File: src/rtl/micro_ucr_nonce_search.sv
// Nonce search controller: latches a block and a target, sweeps nonces into the
// hash core and stops on the first hash that meets the target or at MAX_NONCE.
module micro_ucr_nonce_search #(
    parameter int unsigned HASH_LATENCY = 1,
    parameter logic [31:0] NONCE_START  = 32'h0000_0000,
    parameter logic [31:0] MAX_NONCE    = 32'hFFFF_FFFF
) (
    input  logic        clk,
    input  logic        reset,
    input  logic        start,
    input  logic        abort,
    input  logic [95:0] bloque_bytes,
    input  logic [7:0]  target,
    input  logic [23:0] hash_value,
    output logic [95:0] hash_bloque,
    output logic [31:0] hash_nonce,
    output logic        busy,
    output logic        done,
    output logic        found,
    output logic [31:0] nonce,
    output logic [23:0] hash
);

    typedef enum logic [1:0] {IDLE, WAIT, DONE} state_t;

    localparam logic [3:0] LAT = 4'(HASH_LATENCY);

    state_t     state;
    state_t     state_nxt;
    logic [7:0] tgt;
    logic [3:0] lat_cnt;
    logic       cmp_cycle;
    logic       hash_ok;
    logic       at_max;

    // Only the two upper hash bytes take part in the difficulty test.
    function automatic logic meets_target(input logic [15:0] h_hi, input logic [7:0] t);
        return (h_hi[15:8] < t) && (h_hi[7:0] < t);
    endfunction

    assign cmp_cycle = (lat_cnt == LAT);
    assign hash_ok   = meets_target(hash_value[23:8], tgt);
    assign at_max    = (hash_nonce == MAX_NONCE);

    always_comb begin
        state_nxt = state;
        busy      = 1'b0;
        done      = 1'b0;
        case (state)
            IDLE: begin
                if (start) state_nxt = WAIT;
            end
            WAIT: begin
                busy = 1'b1;
                if (abort || (cmp_cycle && (hash_ok || at_max))) state_nxt = DONE;
            end
            DONE: begin
                done      = 1'b1;
                state_nxt = IDLE;
            end
            default: state_nxt = IDLE;
        endcase
    end

    always_ff @(posedge clk) begin
        if (reset) begin
            state       <= IDLE;
            hash_bloque <= '0;
            hash_nonce  <= '0;
            lat_cnt     <= '0;
            found       <= 1'b0;
            nonce       <= '0;
            hash        <= '0;
        end else begin
            state <= state_nxt;
            case (state)
                IDLE: begin
                    if (start) begin
                        hash_bloque <= bloque_bytes;
                        hash_nonce  <= NONCE_START;
                        lat_cnt     <= '0;
                        found       <= 1'b0;
                        nonce       <= '0;
                        hash        <= '0;
                    end
                end
                WAIT: begin
                    // abort takes priority over a compare landing in the same cycle
                    if (abort) begin
                        found <= 1'b0;
                        nonce <= hash_nonce;
                        hash  <= '0;
                    end else if (cmp_cycle) begin
                        if (hash_ok) begin
                            found <= 1'b1;
                            nonce <= hash_nonce;
                            hash  <= hash_value;
                        end else if (at_max) begin
                            found <= 1'b0;
                            nonce <= MAX_NONCE;
                            hash  <= hash_value;
                        end else begin
                            hash_nonce <= hash_nonce + 32'd1;
                            lat_cnt    <= '0;
                        end
                    end else begin
                        lat_cnt <= lat_cnt + 4'd1;
                    end
                end
                default: ;
            endcase
        end
    end

    // Target is data-only: captured on an accepted start, never cleared.
    always_ff @(posedge clk) begin
        if (state == IDLE && start) tgt <= target;
    end

endmodule

File: config.mk
export PLATFORM = sky130hd
export DESIGN_NAME = micro_ucr_nonce_search
export DESIGN_NICKNAME = d
export VERILOG_FILES = /design/src/rtl/micro_ucr_nonce_search.sv
export SDC_FILE = /design/constraint.sdc
export NUM_CORES = 1
export LEC_CHECK = 0
export CAP_MARGIN = 20
export CORE_ASPECT_RATIO = 1.4
export CORE_MARGIN = 2
export CORE_UTILIZATION = 46
export DETAILED_ROUTE_END_ITERATION = 7
export GPL_TIMING_DRIVEN = 0
export PLACE_DENSITY = 0.82
export SLEW_MARGIN = 10
export SYNTH_ARGS = -nofsm -noshare
export SYNTH_HDL_FRONTEND = slang
export SYNTH_SLANG_ARGS = --single-unit
File: constraint.sdc
create_clock -name clk -period 4.75 [get_ports clk]
set_input_delay 0.95 -clock clk [delete_from_list [all_inputs] [get_ports clk]]
set_output_delay 0.95 -clock clk [all_outputs]
set_load 0.1 [all_outputs]
# Word-level counts from Yosys, hierarchy flattened
# Cells that the tools add are included.
totals:
  register_bits: 199
  in_bits: 132
  output_inout_bits: 187
  wordCells: 72
classes:
  n_addsub: 2
  order_cmp: 2
  eq_ne: 14
  n_mux: 34
  n_reduce_logical: 12
op_table:
  columns: ["operator", "count"]
  rows:
  - ["32-bit 2-to-1 mux", 9]
  - ["32-bit case mux with 2 select lines", 2]
  - ["24-bit 2-to-1 mux", 5]
  - ["24-bit case mux with 2 select lines", 1]
  - ["32-bit by 1-bit adder with 32-bit output (second input constant)", 1]
  - ["32-bit == test (second input constant)", 1]
  - ["4-bit 2-to-1 mux", 5]
  - ["8-bit less-than comparator", 2]
  - ["2-bit != test (second input constant)", 6]
  - ["3-bit != test (second input constant)", 3]
  - ["4-bit case mux with 2 select lines", 1]
  - ["1-bit 2-to-1 mux", 7]
  - ["6-bit AND reduction", 1]
  - ["5-bit AND reduction", 1]
  - ["4-bit by 1-bit adder with 4-bit output (second input constant)", 1]
  - ["4-bit by 1-bit == test with 1-bit output (second input constant)", 1]
  - ["2-bit 2-to-1 mux", 2]
  - ["4-bit != test (second input constant)", 1]
  - ["2-bit case mux with 2 select lines", 1]
  - ["2-bit AND reduction", 2]
  - ["4-bit AND reduction", 1]
  - ["1-bit logical AND", 3]
  - ["2-bit by 1-bit == test with 1-bit output (second input constant)", 1]
  - ["2-bit == test (second input constant)", 1]
  - ["other kinds (4)", 5]

# Logic depth before layout (Yosys ltp)
# Gate-level depths: netlist of the first run.
logic_depth:
  depth_word: 7
  mapped_depth: 11

# Worst setup path before layout of the first run
# OpenSTA, ideal clock, no wires.
synth_path:
  kind: "register to register"
  from: "register hash_nonce[16]"
  to: "register nonce[10]"
  setup_time_ps: 127
  t_arrival_ps: 2729
  required_time_ps: 4623
  setup_slack_ps: 1893
  stages_incl_launch_ff: 11
  period_less_slack_ps: 2857
  cell_sequence: "dfxtp_1 > buf_2 > nand4_1 > nor3_2 > and4_1 > a31oi_1 > nand2_2 > o22ai_1 > buf_2 > buf_2 > o2bb2ai_1"
synth_between:
  elab_chain_cells: 3
synth_lines:
  columns: ["element", "line", "rtl"]
  rows:
  - ["from (decl)", "16", "output logic [31:0] hash_nonce,"]
  - ["from (signal assigned)", "103", "hash_nonce <= hash_nonce + 32'd1;"]
  - ["32-bit == test", "43", "assign at_max = (hash_nonce == MAX_NONCE);"]
  - ["4-bit != test (no line)", null, null]
  - ["4-bit AND reduction (no line)", null, null]
  - ["to (signal assigned)", "91", "nonce <= hash_nonce;"]
  - ["to (signal assigned)", "96", "nonce <= hash_nonce;"]
  - ["to (decl)", "20", "output logic [31:0] nonce,"]
# No other way between the ends.
# A chain may end at the register's enable or synchronous reset.

# Final worst setup path of the first run
layout_path:
  from: "input port hash_value[22]"
  to: "register hash_nonce[1]"
layout_between:
  elab_chain_cells: 4
layout_lines:
  columns: ["element", "line", "rtl"]
  rows:
  - ["from (decl)", "14", "input logic [23:0] hash_value,"]
  - ["8-bit less-than comparator", "38", "return (h_hi[15:8] < t) && (h_hi[7:0] < t);"]
  - ["1-bit logical AND", "38", null]
  - ["2-bit != test (no line)", null, null]
  - ["6-bit AND reduction (no line)", null, null]
# No other way between the ends.

==> impl_metrics.env, run 1 <==
export IMPL_clkPwrFrac_pct=36.5
export IMPL_internal_power_uw=2939
export IMPL_wirelength_um=25420
export IMPL_synth_ff_type="dfxtp_1"
export IMPL_cts_setup_buffers=0
export IMPL_first_global_vias=7529
export IMPL_worst_pin_slew_ns=1.101
export IMPL_synthAdderAreaFrac_pct=2.745
export IMPL_cts_hold_buffers=0
export IMPL_ys_ff_latch=199
export IMPL_final_cell_mix="clkdlybuf4s50_1 (316), nand2_1 (214), dfxtp_1 (191)"
export IMPL_multi_input_area_um2=3358
export IMPL_grt_pass1_wl_um=38920
export IMPL_period_minus_slack_ns=3.422
export IMPL_yosysSeqAreaShare_pct=52.44
export IMPL_cp_max_fo=10
export IMPL_ys_warn_count=0
export IMPL_place_inst=1416
export IMPL_synth_top_family_by_area="compound AO/OA/AOI/OAI gates"
export IMPL_post_cts_resized=0
export IMPL_grt_max_degree=18
export IMPL_clock_latency_ns=0.44
export IMPL_hold_viol=0
export IMPL_synth_compound_area_share_pct=20.71
export IMPL_timing_fmax_mhz=292.2
export IMPL_seqCellArea_um2=4064
export IMPL_seq_power_share_pct=41.4
export IMPL_powerDensity_nw_per_um2=364.5
export IMPL_muxShareOfSynthArea_pct=0
export IMPL_yosys_area_share_simple_pct=19.87
export IMPL_vias=7892
export IMPL_fin_crit_sh_pct=72.05
export IMPL_slew_headroom_pct=26.34
export IMPL_cts_tree="yes"
export IMPL_start_util_pct=46.67
export IMPL_final_nets=1381
export IMPL_drc=0
export IMPL_drt_iter0_drc=499
export IMPL_slew_violations=0
export IMPL_maxCapViolations=0
export IMPL_die_h_um=157.6
export IMPL_row_count=56
export IMPL_peakVddDrop_uv=258.0
export IMPL_p_leak_uw=0.004345
export IMPL_viasPerCell=5.454
export IMPL_syn_to_final_growth_pct=52.29
export IMPL_critPathLaunchType="input port"
export IMPL_cts_buffer_depth=2
export IMPL_outcome="complete, no violations"
export IMPL_antenna_found_initial=0
export IMPL_pin_count=319
export IMPL_setup_viol=0
export IMPL_wl_per_cell_um=17.57
export IMPL_clock_sinks=199
export IMPL_syn_avg_cell_area_um2=8.640
export IMPL_dpl_hpwl_um=19080
export IMPL_portBuffers=316
export IMPL_clk_transition_reported_paths_ns=0.07
export IMPL_fill_cells=1323
export IMPL_yosys_area_share_xor_xnor_pct=0
export IMPL_core_area_um2=16610
export IMPL_drtPass1Iterations=6
export IMPL_cts_max_level=4
export IMPL_tns_ns=0
export IMPL_ant_nets=0
export IMPL_drive_above_1_share_pct=4.662
export IMPL_grt_remaining_overflow=0
export IMPL_fin_skew_ns=0.01041
export IMPL_cp_arrival_ns=3.72
export IMPL_rsz0062_at_grt="no"
export IMPL_syn_area_um2=7750
export IMPL_num_antenna_cells=0
export IMPL_postSynthCellCount=897
export IMPL_power_frac_comb_pct=22.2
export IMPL_cp_end_kind="register"
export IMPL_required_ns=5.05
export IMPL_cts_root_buf="clkbuf_16"
export IMPL_die_area_um2=17920
export IMPL_die_w_um=113.7
export IMPL_cts_buffers=17
export IMPL_final_common_cell="clkdlybuf4s50_1"
export IMPL_synth_cell_types=49
export IMPL_power_switching_uw=1362
export IMPL_async_reset_ff_share_pct=0
export IMPL_instances_no_fill=1447
export IMPL_grtUsageTotal_pct=27.88
export IMPL_hold_path_class="register to register"
export IMPL_gp_congestion=0.8765
export IMPL_syn_nets=1046
export IMPL_synth_enable_flop_cells=8
export IMPL_worstSetupPathType="input port to register"
export IMPL_sw_frac_of_total_pct=31.67
==> kinds of logic (layout without fill, tap and decap cells) <==
group / after synthesis / in the layout
compound gates: 255 / 255
fa+ha+maj: 17 / 17
buf+inv: 79 / 426
flops: 199 / 199
simple gates: 347 / 347
==> critical path: stages <==
cell and delay [ns]:
clkdlybuf4s50_1 0.46, ha_1 0.35, a21oi_1 0.17, nand2_1 0.07, a222oi_1 0.49, nand3_1 0.29, nand4_1 0.24, buf_2 0.27
buf_2 0.30, o32ai_1 0.11
==> cells in the mapped netlist (3+ instances only) <==
library cell / n / area [um2]
a31oi_1: 12 / 75.07
ha_1: 17 / 212.7
or4_1: 4 / 30.03
dfxtp_1: 191 / 3824
o21ai_1: 5 / 25.02
edfxtp_1: 8 / 240.2
nor2b_1: 3 / 18.77
a21oi_1: 116 / 580.6
buf_2: 13 / 65.06
o31ai_1: 22 / 165.2
nand2_1: 214 / 803.3
inv_1: 16 / 60.06
nand4_1: 8 / 50.05
and2_1: 6 / 37.54
nand3_1: 22 / 110.1
nand2b_1: 6 / 37.54
buf_1: 8 / 30.03
clkbuf_1: 39 / 146.4
o21ai_0: 30 / 150.1
a22o_1: 25 / 219.0
o2bb2ai_1: 32 / 280.3
nor2_1: 58 / 217.7
nor3_1: 8 / 40.04
==> final timing paths <==
check	start	endpoint	slack, ns	cells after the start
worst max register to register	tgt[2]	hash_nonce[1]	1.94	10
worst min-delay path	hash_bloque[49]	hash_bloque[49]	0.45	2
worst max-delay path	hash_value[22]	hash_nonce[1]	1.33	10
worst min register to register	hash_bloque[49]	hash_bloque[49]	0.45	2
==> layout make-up <==
type / instances / share of cell area [%]
Sequential cell: 199 / 34.43
Multi-Input combinational cell: 619 / 28.45
Timing Repair Buffer: 316 / 26.80
Clock buffer: 21 / 3.986
Buffer: 62 / 2.237
Tap cell: 203 / 2.152
Clock inverter: 10 / 1.399
Inverter: 17 / 0.5407
==> state kept, by name (all words and copies together), names as in the netlist <==
register	flops
hash_bloque	96
hash_nonce	32
nonce	32
hash	24
tgt	8
lat_cnt	4
state	2
found	1
==> power by group through the flow <==
stage	sequential, uW	combinational, uW	clock [uW]
floorplan	2250	208	0
global placement	1810	943	0
detailed placement	1820	950	0
CTS	1780	955	1580
global route	1790	1000	1640
finish	1780	953	1570
==> per-layer routing <==
metal	vias to the layer above	routed length (um)	global-route usage (%)
met1	3674	9296	29.81
met5	-	0	0
li1	3789	-	-
met3	71	1932	7.504
met4	0	989	13.70
met2	358	13200	50.47
==> through the flow <==
step | hold slack, ns | setup slack (ns) | area [um2] | utilization, % | total power, uW
floorplan | 0.4618 | 1.893 | 7750 | - | 2456
global placement | 0.4406 | 0.9766 | 11170 | 67.25 | 2758
detailed placement | 0.4464 | 0.9518 | 11170 | 67.25 | 2768
CTS | 0.4558 | 1.345 | 11800 | 71.07 | 4315
global route | 0.4733 | 1.133 | 11800 | 71.07 | 4433
finish | 0.4544 | 1.328 | 11800 | 71.07 | 4302
No activity file was read; power rests on OpenSTA's default activity.
==> run 2, diff against run 1 <==
--- a/config.mk
+++ b/config.mk
@@ -8,10 +8,10 @@
 export CAP_MARGIN = 20
 export CORE_ASPECT_RATIO = 1.4
 export CORE_MARGIN = 2
-export CORE_UTILIZATION = 46
+export CORE_UTILIZATION = 43
 export DETAILED_ROUTE_END_ITERATION = 7
 export GPL_TIMING_DRIVEN = 0
-export PLACE_DENSITY = 0.82
+export PLACE_DENSITY = 0.77
 export SLEW_MARGIN = 10
 export SYNTH_ARGS = -nofsm -noshare
 export SYNTH_HDL_FRONTEND = slang
==> constraint.sdc (replaced) <==
create_clock -name clk -period 3.44 [get_ports clk]
set_input_delay 0.688 -clock clk [delete_from_list [all_inputs] [get_ports clk]]
set_output_delay 0.688 -clock clk [all_outputs]
set_load 0.1 [all_outputs]
==> impl_metrics.env, run 2 (same netlist as run 1, synthesis figures left out) <==
export IMPL_grt_remaining_overflow=0
export IMPL_power_switching_uw=1927
export IMPL_drtPass1Iterations=6
export IMPL_cts_buffer_depth=2
export IMPL_clock_sinks=199
export IMPL_timing_rr_start="tgt[2]"
export IMPL_final_cell_mix="clkdlybuf4s50_1 (316), nand2_1 (214), dfxtp_1 (191)"
export IMPL_holdPathEnd="hash_bloque[75]"
export IMPL_start_util_pct=43.41
export IMPL_fin_skew_ns=0.01024
export IMPL_grt_max_degree=19
export IMPL_syn_to_final_growth_pct=52.47
export IMPL_timing_fmax_mhz=317.8
export IMPL_row_count=58
export IMPL_drt_iter0_drc=428
export IMPL_cts_tree="yes"
export IMPL_portBuffers=316
export IMPL_first_global_vias=7460
export IMPL_dpl_hpwl_um=18830
export IMPL_cts_root_buf="clkbuf_16"
export IMPL_clkPwrFrac_pct=35.3
export IMPL_top_regs="hash_bloque x96, hash_nonce x32, nonce x32"
export IMPL_largest_reg_flops=96
export IMPL_post_cts_resized=0
export IMPL_viasPerCell=5.165
export IMPL_pin_count=319
export IMPL_setup_viol=0
export IMPL_cts_max_level=4
export IMPL_top_register="hash_bloque"
export IMPL_required_ns=3.74
export IMPL_ant_nets=0
export IMPL_core_area_um2=17850
export IMPL_die_area_um2=19130
export IMPL_r2r_end="hash_nonce[1]"
export IMPL_seq_power_share_pct=42.2
export IMPL_die_w_um=117.5
export IMPL_cts_buffers=17
export IMPL_hold_viol=0
export IMPL_rsz0062_at_grt="no"
export IMPL_worst_pin_slew_ns=1.100
export IMPL_wl_per_cell_um=16.71
export IMPL_critPathLaunchType="input port"
export IMPL_p_leak_uw=0.004323
export IMPL_cts_setup_buffers=0
export IMPL_fill_cells=1522
export IMPL_slew_violations=0
export IMPL_grtUsageTotal_pct=25.76
export IMPL_num_antenna_cells=0
export IMPL_dpl_worst_slack_ns=-0.1299
export IMPL_powerDensity_nw_per_um2=492.5
export IMPL_wirelength_um=24810
export IMPL_peakVddDrop_uv=300.0
export IMPL_r2r_cells=10
export IMPL_drc=0
export IMPL_die_h_um=162.8
export IMPL_gp_congestion=0.8691
export IMPL_cp_arrival_ns=3.45
export IMPL_slew_headroom_pct=26.42
export IMPL_grt_pass1_wl_um=39270
export IMPL_clock_latency_ns=0.44
export IMPL_clk_transition_reported_paths_ns=0.07
export IMPL_fin_crit_sh_pct=91.47
export IMPL_sw_frac_of_total_pct=33.11
export IMPL_internal_power_uw=3893
export IMPL_maxCapViolations=0
export IMPL_hp_start="hash_bloque[75]"
export IMPL_cts_hold_buffers=0
export IMPL_outcome="complete, no violations"
export IMPL_power_frac_comb_pct=22.5
export IMPL_worstSetupPathType="input port to register"
export IMPL_cp_max_fo=10
export IMPL_r2r_slack_ns=0.58
export IMPL_final_nets=1381
export IMPL_period_minus_slack_ns=3.147
export IMPL_drive_above_1_share_pct=4.819
export IMPL_worst_slack_ns=0.2934
export IMPL_cp_end_kind="register"
export IMPL_final_common_cell="clkdlybuf4s50_1"
export IMPL_hold_path_class="register to register"
export IMPL_whs_path_depth=2
export IMPL_vias=7670
export IMPL_timing_hold_ws_ns=0.4529
export IMPL_antenna_found_initial=1
## run 2: changes by cell type in the layout (fill, tap and decap cells not counted), sizes merged
cell / change
inv: +3
clkinv: +1
clkinvlp: +2
bufinv: -2
clkbuf: -3
## run 2: critical path, cell delays in order
cell and delay [ns]:
clkdlybuf4s50_1 0.43, ha_1 0.32, a211oi_1 0.24, o21ai_0 0.13, a222oi_1 0.41, nand3_1 0.29
nand4_1 0.25, buf_2 0.27, buf_2 0.29, o32ai_1 0.12
## run 2: worst max-delay path by stage
stage,slack (ns),endpoint,cells after the start,from
3_3_place_gp,-0.12,hash_nonce[16],10,hash_value[22]
6_report,0.29,hash_nonce[1],10,hash_value[18]
3_5_place_dp,-0.13,hash_nonce[16],10,hash_value[18]
5_1_grt,0.09,hash_nonce[1],10,hash_value[18]
2_1_floorplan,0.58,nonce[10],10,hash_nonce[16]
4_1_cts,0.32,busy,3,state[1]
## run 2: power by group through the flow
stage          Combinational (uW)  Clock [uW]  Sequential, uW
6_report                     1310        2050            2460
5_1_grt                      1380        2180            2470
4_1_cts                      1310        2080            2460
3_5_place_dp                 1310           0            2510
3_3_place_gp                 1300           0            2500
2_1_floorplan                 287           0            3110
## run 2: layer usage
metal	vias to the layer above	routed length (um)	share of wire, %	GRT usage, %
li1	3787	-	-	-
met4	2	711	2.9	10.46
met1	3547	9385	38	27.95
met2	288	12900	52	47.21
met5	-	13	0.052	0
met3	46	1801	7.3	7.283
## run 2: layout make-up
type,instances,area [um2],area share [%]
Sequential cell,199,4064,34.39
Multi-Input combinational cell,619,3358,28.42
Timing Repair Buffer,316,3163,26.77
Clock buffer,18,439.2,3.717
Tap cell,240,300.3,2.541
Buffer,62,264.0,2.234
Clock inverter,14,163.9,1.387
Inverter,17,63.81,0.5400
## run 2: stage by stage
step | instance area [um2] | setup TNS (ns) | utilization, % | instances | total power [uW]
2_1_floorplan | 7750 | 0 | - | 897 | 3392
3_3_place_gp | 11210 | -2.100 | 62.81 | 1453 | 3808
3_5_place_dp | 11210 | -2.651 | 62.81 | 1453 | 3820
4_1_cts | 11820 | 0 | 66.19 | 1485 | 5854
5_1_grt | 11820 | 0 | 66.19 | 1485 | 6025
6_report | 11820 | 0 | 66.19 | 1485 | 5819
==> run 3, diff against run 2 <==
--- a/config.mk
+++ b/config.mk
@@ -5,10 +5,10 @@
 export SDC_FILE = /design/constraint.sdc
 export NUM_CORES = 1
 export LEC_CHECK = 0
-export CAP_MARGIN = 20
 export CORE_ASPECT_RATIO = 1.4
 export CORE_MARGIN = 2
 export CORE_UTILIZATION = 43
+export CTS_CLUSTER_DIAMETER = 150
 export DETAILED_ROUTE_END_ITERATION = 7
 export GPL_TIMING_DRIVEN = 0
 export PLACE_DENSITY = 0.77
==> results of run 3 <==
Same layout as run 2: the final DEF is identical, and so are final timing and power.
